File: src/rtl/ifq_fetch_unit_if.sv
// Fetch-unit bus bundle: instruction-memory read port, instruction-queue
// write port and the redirect request from dispatch/branch logic.
//   master : fetch unit (drives imem_rd/imem_addr, iq_push/iq_data/iq_flush)
//   slave  : environment (memory, queue, branch logic)
interface ifq_fetch_unit_if #(
    parameter int ADDR_WIDTH  = 32,
    parameter int INSTR_WIDTH = 32
);
    logic                              imem_rd;
    logic [ADDR_WIDTH-1:0]             imem_addr;
    logic [INSTR_WIDTH-1:0]            imem_rdata;
    logic                              iq_push;
    logic [ADDR_WIDTH+INSTR_WIDTH-1:0] iq_data;
    logic                              iq_full;
    logic                              iq_flush;
    logic                              redirect_valid;
    logic [ADDR_WIDTH-1:0]             redirect_pc;

    modport master (
        output imem_rd, imem_addr, iq_push, iq_data, iq_flush,
        input  imem_rdata, iq_full, redirect_valid, redirect_pc
    );

    modport slave (
        input  imem_rd, imem_addr, iq_push, iq_data, iq_flush,
        output imem_rdata, iq_full, redirect_valid, redirect_pc
    );
endinterface

File: src/rtl/ifq_fetch_unit.sv
// Writer side of the dispatch instruction queue.
// Fetches sequentially from a synchronous-read instruction memory, pushes
// {pc, instr} into the queue, restarts on redirect, and parks the in-flight
// word in a one-entry hold register when the queue fills.
// Ports:
//   clk  : clock, rising edge
//   rst  : asynchronous active-high reset
//   bus  : ifq_fetch_unit_if.master (imem read port, queue write port, redirect)
//
// state | meaning
// BOOT  | one idle cycle after reset, no request
// RUN   | issuing one read per cycle while the queue is not full
// HOLD  | queue filled with a word in flight; word parked until space frees
module ifq_fetch_unit #(
    parameter int                    ADDR_WIDTH  = 32,
    parameter int                    INSTR_WIDTH = 32,
    parameter logic [ADDR_WIDTH-1:0] RESET_PC    = ADDR_WIDTH'(32'h0040_0000)
) (
    input  logic              clk,
    input  logic              rst,
    ifq_fetch_unit_if.master  bus
);
    localparam int DATA_WIDTH = ADDR_WIDTH + INSTR_WIDTH;

    typedef enum logic [1:0] {
        BOOT = 2'd0,
        RUN  = 2'd1,
        HOLD = 2'd2
    } state_t;

    state_t                  state;
    logic [ADDR_WIDTH-1:0]   pc;
    logic [ADDR_WIDTH-1:0]   inflight_pc;
    logic                    inflight;
    logic                    hold_valid;
    logic [DATA_WIDTH-1:0]   hold_data;

    logic                    redirect;
    logic                    issue;
    logic                    push_resp;
    logic                    push_hold;
    logic                    capture;
    logic [DATA_WIDTH-1:0]   resp_word;

    // Redirect overrides everything in the same cycle; gated by rst so the
    // flush output also reads 0 while reset is held.
    always_comb begin
        redirect  = bus.redirect_valid && !rst;
        resp_word = {inflight_pc, bus.imem_rdata};
        issue     = (state == RUN) && !bus.iq_full && !redirect;
        push_resp = (state == RUN) && inflight && !bus.iq_full && !redirect;
        capture   = (state == RUN) && inflight && bus.iq_full && !redirect;
        push_hold = (state == HOLD) && hold_valid && !bus.iq_full && !redirect;
    end

    assign bus.imem_rd   = issue;
    assign bus.imem_addr = pc;
    assign bus.iq_push   = push_resp || push_hold;
    assign bus.iq_data   = push_hold ? hold_data : (push_resp ? resp_word : '0);
    assign bus.iq_flush  = redirect;

    always_ff @(posedge clk or posedge rst) begin
        if (rst) begin
            state       <= BOOT;
            pc          <= RESET_PC;
            inflight_pc <= RESET_PC;
            inflight    <= 1'b0;
            hold_valid  <= 1'b0;
            hold_data   <= '0;
        end else if (redirect) begin
            // Kills any in-flight response and any parked word.
            state      <= RUN;
            pc         <= bus.redirect_pc & ~ADDR_WIDTH'(3);
            inflight   <= 1'b0;
            hold_valid <= 1'b0;
        end else begin
            case (state)
                BOOT: state <= RUN;
                RUN: begin
                    if (capture) begin
                        hold_data  <= resp_word;
                        hold_valid <= 1'b1;
                        state      <= HOLD;
                    end
                end
                HOLD: begin
                    if (!bus.iq_full) begin
                        hold_valid <= 1'b0;
                        state      <= RUN;
                    end
                end
                default: state <= BOOT;
            endcase
            inflight <= issue;
            if (issue) begin
                inflight_pc <= pc;
                pc          <= pc + ADDR_WIDTH'(4);
            end
        end
    end
endmodule

File: src/flat_wrapper.sv
// flat-port wrapper written by rule: the top's interface ports become plain ports
module ifq_fetch_unit_flat 
#(
    parameter int                    ADDR_WIDTH  = 32,
    parameter int                    INSTR_WIDTH = 32,
    parameter logic [ADDR_WIDTH-1:0] RESET_PC    = ADDR_WIDTH'(32'h0040_0000)
)
  (clk, rst, bus_imem_rd, bus_imem_addr, bus_iq_push, bus_iq_data, bus_iq_flush, bus_imem_rdata, bus_iq_full, bus_redirect_valid, bus_redirect_pc);
  ifq_fetch_unit_if #(.ADDR_WIDTH(ADDR_WIDTH), .INSTR_WIDTH(INSTR_WIDTH)) bus_i ();
  input  logic clk;
  input  logic rst;
  output wire logic [$bits(bus_i.imem_rd)-1:0] bus_imem_rd;
  output wire logic [$bits(bus_i.imem_addr)-1:0] bus_imem_addr;
  output wire logic [$bits(bus_i.iq_push)-1:0] bus_iq_push;
  output wire logic [$bits(bus_i.iq_data)-1:0] bus_iq_data;
  output wire logic [$bits(bus_i.iq_flush)-1:0] bus_iq_flush;
  input wire logic [$bits(bus_i.imem_rdata)-1:0] bus_imem_rdata;
  input wire logic [$bits(bus_i.iq_full)-1:0] bus_iq_full;
  input wire logic [$bits(bus_i.redirect_valid)-1:0] bus_redirect_valid;
  input wire logic [$bits(bus_i.redirect_pc)-1:0] bus_redirect_pc;
  assign bus_imem_rd = bus_i.imem_rd;
  assign bus_imem_addr = bus_i.imem_addr;
  assign bus_iq_push = bus_i.iq_push;
  assign bus_iq_data = bus_i.iq_data;
  assign bus_iq_flush = bus_i.iq_flush;
  assign bus_i.imem_rdata = bus_imem_rdata;
  assign bus_i.iq_full = bus_iq_full;
  assign bus_i.redirect_valid = bus_redirect_valid;
  assign bus_i.redirect_pc = bus_redirect_pc;
  ifq_fetch_unit #(.ADDR_WIDTH(ADDR_WIDTH), .INSTR_WIDTH(INSTR_WIDTH), .RESET_PC(RESET_PC)) u_core (.clk(clk), .rst(rst), .bus(bus_i));
endmodule
File: config.mk
export PLATFORM = sky130hd
export DESIGN_NAME = ifq_fetch_unit_flat
export DESIGN_NICKNAME = d
export VERILOG_FILES = /design/src/rtl/ifq_fetch_unit_if.sv /design/src/rtl/ifq_fetch_unit.sv /design/src/flat_wrapper.sv
export SDC_FILE = /design/constraint.sdc
export NUM_CORES = 1
export LEC_CHECK = 0
export ABC_CLOCK_PERIOD_IN_PS = 3800
export BUFFER_PORTS_ARGS = -buffer_cell sky130_fd_sc_hd__clkbuf_2
export CAP_MARGIN = 5
export CORE_MARGIN = 5
export CORE_UTILIZATION = 45
export DETAILED_ROUTE_END_ITERATION = 10
export PLACE_DENSITY = 0.73
export SLEW_MARGIN = 20
export SYNTH_ARGS = -nofsm -noshare
export SYNTH_HDL_FRONTEND = slang
export SYNTH_SLANG_ARGS = --single-unit
export TNS_END_PERCENT = 100
File: constraint.sdc
create_clock -name clk -period 3.8 [get_ports clk]
set_clock_uncertainty 0.05 [all_clocks]
set_input_delay 0.57 -clock clk [delete_from_list [all_inputs] [get_ports clk]]
set_output_delay 0.57 -clock clk [all_outputs]
set_load 0.1 [all_outputs]
# Word-level counts from Yosys, hierarchy flattened
# Cells that the tools add are included.
dict set report op_classes {
  n_mux 13
  reduce_logical 22
  div 0
  add_sub_neg 1
  shifts 0
  n_lt_le_gt_ge 0
  n_eq_ne 4
  n_mul 0
  bitwise_logic 1
}
# cell n
set ops {}
lappend ops {{$mux W64} 2}
lappend ops {{$mux W32} 2}
lappend ops {{$add A32 B3 Y32 const B} 1}
lappend ops {{$logic_and A1 B1 Y1} 11}
lappend ops {{$mux W2} 3}
lappend ops {{$pmux W2 S3} 1}
lappend ops {{$reduce_and A3 Y1} 2}
lappend ops {{$mux W1} 4}
lappend ops {{$reduce_and A2 Y1} 2}
lappend ops {{$logic_not A1 Y1} 3}
lappend ops {{$ne A3 B2 Y1 const B} 1}
lappend ops {{$ne A3 B3 Y1 const B} 1}
lappend ops {{$reduce_bool A3 Y1} 1}
lappend ops {{$eq A2 B1 Y1 const B} 1}
lappend ops {{$eq A2 B2 Y1 const B} 1}
lappend ops {{$logic_not A2 Y1} 1}
lappend ops {{$pmux W1 S2} 1}
lappend ops {{$reduce_bool A2 Y1} 1}
lappend ops {{$logic_or A1 B1 Y1} 1}
lappend ops {{$not A1 Y1} 1}
dict set report word_totals {
  rom_bits 0
  ram_bits 0
  mem_count 0
  latch_bits 0
  ff_bits 132
  out_inout_bits 99
  inputBits 68
}

# Logic depth before layout (Yosys ltp)
dict set report logic_depth {
  ltp_word 7
  depth_mapped 8
  mapped_depth_nobuf 6
}

# Least setup slack after synthesis
# No wires, ideal clock.
dict set report synth_timing {
  kind {input to output}
  from {input port bus_iq_full}
  to {output port bus_iq_data[10]}
  required_ns 3.180
  n_path_buf 2
  stages 6
  setup_slack_ns 0.640
  arrival_ns 2.540
  cell_sequence {clkbuf_1 -> nor2b_1 -> nand3_1 -> nor2_1 -> clkbuf_1 -> a22o_1}
}
dict set report synth_between {
  elab_chain_len 5
}
# item line_no
set synth_rtl {}
lappend synth_rtl {{from (decl)} flat_wrapper.sv:18} ;# input wire logic [$bits(bus_i.iq_full)-1:0] bus_iq_full;
lappend synth_rtl {{$logic_not A1 Y1 (*)} {ifq_fetch_unit.sv:51, ifq_fetch_unit.sv:53}}
lappend synth_rtl {{$logic_and A1 B1 Y1 (2 in series)} ifq_fetch_unit.sv:51} ;# push_resp = (state == RUN) && inflight && !bus.iq_full && !redirect;
lappend synth_rtl {{$mux W64} ifq_fetch_unit.sv:59} ;# assign bus.iq_data = push_hold ? hold_data : (push_resp ? resp_word : '0);
lappend synth_rtl {{$mux W64 (*)} ifq_fetch_unit.sv:59}
lappend synth_rtl {{to (decl)} flat_wrapper.sv:15} ;# output wire logic [$bits(bus_i.iq_data)-1:0] bus_iq_data;
# Every way passes the cells marked *; elsewhere a longest branch is shown, timed or not.

# Worst setup path in the final report
dict set report layout_timing {
  from {register u_core.state[1]}
  to {output port bus_iq_data[37]}
}
dict set report layout_between {
  elab_chain_len 6
}
# item line_no
set layout_rtl {}
lappend layout_rtl {{from (decl)} ifq_fetch_unit.sv:31} ;# state_t state;
lappend layout_rtl {{from (signal assigned)} ifq_fetch_unit.sv:64} ;# state <= BOOT;
lappend layout_rtl {{from (signal assigned)} ifq_fetch_unit.sv:72} ;# state <= RUN;
lappend layout_rtl {{from (signal assigned)} ifq_fetch_unit.sv:78} ;# BOOT: state <= RUN;
lappend layout_rtl {{$eq A2 B1 Y1} ifq_fetch_unit.sv:51}
lappend layout_rtl {{$logic_and A1 B1 Y1 (3 in series)} ifq_fetch_unit.sv:51}
lappend layout_rtl {{$mux W64} ifq_fetch_unit.sv:59}
lappend layout_rtl {{$mux W64 (*)} ifq_fetch_unit.sv:59}
# Marks and branches as above.

==> reports/qor_table.md <==
| Result | Value |
|---|---|
| Outcome | finished clean |
| Maximum ir drop on the vdd rail | 0.000519 V |
| Die height | 126 um |
| Number of warnings printed during yosys synthesis | 0 |
| Max-slew violation count | 0 |
| Routed len/inst | 18.9 um |
| Width of the die | 126 um |
| Net Sw Power | 2.27 mW |
| Average size of a mapped cell | 11.8 um^2 |
| Global-route wire length before repair | 26500 um |
| TritonCTS Buffers | 17 |
| 1st-pass router iterations | 5 |
| Worst path max stage delay | 0.41 ns |
| # port buffers | 160 |
| Fill count | 1019 |
| Cell Pwr Density | 691 nW/um^2 |
| Layout net count | 740 |
| Antenna diode instance count | 0 |
| Effective utilization at floorplan | 0.461 |
| Post-Syn Area | 6100 um^2 |
| Ys async rst share | 1.00 |
| Count of placed standard cells including taps | 824 |
| Beginning of the worst register-to-register path | u_core.bus.imem_addr[14]$_DFFE_PP0P_ |
| Post-detail-place hpwl | 11300 um |
| Achievable frequency | 281 MHz |
| Number of register bits inferred by synthesis | 126 |
| Data arrival time of the critical path | 2.94 ns |
| Final Cell Area | 8580 um^2 |
| Number of hold-slack violations in the final timing report | 0 |
| Clk buf depth | 2 |
| Area growth, synth to finish | 40.7% |
| Most repeated library cell on the critical path | sky130_fd_sc_hd__buf_12 |
| Critical R2R Capture | u_core.bus.imem_addr[30]$_DFFE_PP0P_ |
| Share of the core filled with cells | 0.648 |
| Non-filler cells, final | 856 |
| CTS H-tree depth | 4 |
| Clock transition at the registers of the reported paths | 0.06 ns |
| TritonCTS Sinks | 126 |
| Placer congestion estimate | 0.828 |
| R2r setup slk | 1.40 ns |
| Internal Pwr Total | 3.66 mW |
| Total setup violations reported at the end of the flow | 0 |
| Main flop type after synthesis | sky130_fd_sc_hd__dfrtp_1 |
| Post-synthesis cell type with the largest combined area | sky130_fd_sc_hd__dfrtp_1 |
| Ranking of synthesized cells by instance count | sky130_fd_sc_hd__dfrtp_1, sky130_fd_sc_hd__mux2_2, sky130_fd_sc_hd__a22o_1, sky130_fd_sc_hd__nand2_1, sky130_fd_sc_hd__clkbuf_1 |
| Multi-input logic area | 2770 um^2 |
| Total design power | 5.93 mW |
| Cell type of the slowest stage on the worst timing path | sky130_fd_sc_hd__dfrtp_1 |
| Boundary pin count | 167 |
| DRT antenna net count | 0 |
| Final WS setup | 0.237 ns |
| Root buffer selected by CTS | sky130_fd_sc_hd__clkbuf_16 |
| Count leader, synth | sky130_fd_sc_hd__dfrtp_1 |
| Min cycle time layout | 3.56 ns |
| Clock insertion delay at the later pin of the skew report | 0.41 ns |
| Total cell area at the placement stage | 8040 um^2 |
| Fraction of the yosys area taken by sequential cells | 0.517 |
| Initial antenna violation count | 0 |
| Area of the core region | 13200 um^2 |
| Crit path required time | 3.18 ns |
| Share of layout cells above drive strength 1 | 0.435 |
| Die area | 16000 um^2 |
| Worst-margin pin slew | 0.815 ns |
| Logic depth of the worst register-to-register path | 4 |
| Static Leak | 3.69 nW |
| Share of total power in combinational logic | 0.358 |
| Ordered list of cells on the worst path | inv_1, ha_1, nor2b_2, nand3_1, nor2_4, buf_12, a22o_1, buf_12 |
| Critical path origin | u_core.state[1]$_DFFE_PP0P_ |
| Worst setup path end | bus_iq_data[37] |
| Total number of placement rows | 42 |
| Final total negative setup slack | 0 ns |
| Portion of synthesized cell area occupied by the leading cell type | 0.509 |
| Vias in the first global route | 5135 |
| 1st-iter DRT viols | 438 |
| Final Routed Wirelength | 16200 um |
| Via total after detailed routing | 4931 |
| Worst min-delay path category | in -> async |
| Post-Syn Instances | 517 |
| Via density per instance | 5.76 |
| Unrepaired setup endpoints after global routing | no |
| Max-cap violations | 0 |
| Maximum number of pins on one net before global-route repair | 127 |
| Number of enable-type register cells in the synthesized netlist | 0 |
| Kind of critical path | reg -> out |
| Sw frac | 0.384 |
| Max transition margin | 0.455 |
| Clk pwr share | 0.249 |
| Share of the clock period used by the worst path after layout | 0.938 |
| Post-place setup slack | 0.553 ns |
| Sequential standard cell area | 3160 um^2 |
| Largest fanout on the critical path | 47 |
| Global route total overflow | 0 |
| Kind of start point of the critical path | register |
| Netlist cell types | 47 |
| Area contributors post-synth | sky130_fd_sc_hd__dfrtp_1, sky130_fd_sc_hd__mux2_2, sky130_fd_sc_hd__a22o_1 |
| Remaining design rule violation count | 0 |
| Element type at the critical path end | primary output |
| Aggregate global-route resource usage | 0.204 |
| Hold slack | 0.259 ns |
| CTS tree | done |
| Part of the total power dissipated in sequential elements | 0.393 |
[cells in the final DEF, fill, tap and decap left out, types with 4 or more instances in the layout]
cell,count
sky130_fd_sc_hd__and3_1,7
sky130_fd_sc_hd__buf_12,67
sky130_fd_sc_hd__dfrtp_1,124
sky130_fd_sc_hd__mux2_2,92
sky130_fd_sc_hd__xnor2_1,8
sky130_fd_sc_hd__a22o_1,62
sky130_fd_sc_hd__xor2_1,4
sky130_fd_sc_hd__nand2_1,29
sky130_fd_sc_hd__nor3_1,6
sky130_fd_sc_hd__a31oi_1,13
sky130_fd_sc_hd__inv_1,8
sky130_fd_sc_hd__nand4_1,14
sky130_fd_sc_hd__clkbuf_16,17
sky130_fd_sc_hd__o21ai_0,16
sky130_fd_sc_hd__ha_1,5
sky130_fd_sc_hd__nor2_1,19
sky130_fd_sc_hd__conb_1,4
sky130_fd_sc_hd__or4_1,11
sky130_fd_sc_hd__nand3_1,12
sky130_fd_sc_hd__clkbuf_2,95
sky130_fd_sc_hd__clkinv_2,4
sky130_fd_sc_hd__o31ai_1,10
sky130_fd_sc_hd__buf_4,6
sky130_fd_sc_hd__clkbuf_1,6
[final cells by class]
class	count	share of cell area
well taps	176	0.0257
inverters	9	0.00437
clock buffers	25	0.0554
flip-flops and latches	126	0.368
clock inverters	7	0.00758
multi-input cells	345	0.322
repair buffers	168	0.217
[cells by family (layout without fill, tap and decap cells)]
logic type | after synthesis | in the layout | share of synthesized area
AND/OR/NAND/NOR | 118 | 118 | 0.104
flip-flops | 126 | 126 | 0.517
multiplexers | 94 | 94 | 0.173
buffers and inverters | 49 | 209 | 0.0345
adder cells (fa/ha/maj) | 5 | 5 | 0.0103
XOR/XNOR | 12 | 12 | 0.0172
AO/OA/AOI/OAI | 112 | 112 | 0.143
other | 1 | 4 | 0.000615
[how the worst min path moves through the flow]
stage	cells after the start	endpoint	from	slack, ns
final	3	u_core.bus.imem_addr[15]$_DFFE_PP0P_	rst	0.26
after global routing	3	u_core.bus.imem_addr[3]$_DFFE_PP0P_	bus_redirect_pc[3]	0.32
after CTS	3	u_core.bus.imem_addr[5]$_DFFE_PP0P_	bus_redirect_pc[5]	0.30
after detailed placement	1	u_core.hold_data[49]$_DFFE_PP0P_	u_core.hold_data[49]$_DFFE_PP0P_	0.45
after global placement	1	u_core.hold_data[49]$_DFFE_PP0P_	u_core.hold_data[49]$_DFFE_PP0P_	0.44
after floorplan	1	u_core.hold_data[0]$_DFFE_PP0P_	u_core.hold_data[0]$_DFFE_PP0P_	0.43
[routing by layer]
metal  track usage  vias up  share of wire
met4        0.0713        0          0.017
met3        0.0572       20          0.069
met5             0        -              0
li1              -     2246              -
met2         0.341      210           0.50
met1         0.256     2455           0.41
[worst max-delay path, delay by kind of cell, from the launching register on]
family | cells | cell delay (ns)
flip-flops | 1 | 0.41
buffers and inverters | 3 | 0.58
AO/OA/AOI/OAI | 1 | 0.24
AND/OR/NAND/NOR | 3 | 0.96
adder cells (fa/ha/maj) | 1 | 0.31
[state kept, by name, summed over array words and instances, names as in the netlist]
register              flops
u_core.bus.imem_addr     30
u_core.inflight           1
u_core.hold_valid         1
u_core.state              2
u_core.hold_data         62
u_core.inflight_pc       30
[power groups by stage]
stage,registers [mW],clock network [mW],logic [mW]
5_1_grt,2.39,1.58,2.25
2_1_floorplan,2.61,0,1.26
3_5_place_dp,2.34,0,2.13
3_3_place_gp,2.28,0,2.06
6_report,2.33,1.48,2.12
4_1_cts,2.32,1.50,2.14
[timing repair]
| item | CTS | global route |
|---|---|---|
| setup endpoints to repair | 0 | 47 |
| resized for setup | 0 | 1 |
| setup buffers | 0 | 0 |
| hold buffers | 0 | 0 |
No activity file was read; power rests on OpenSTA's default activity.
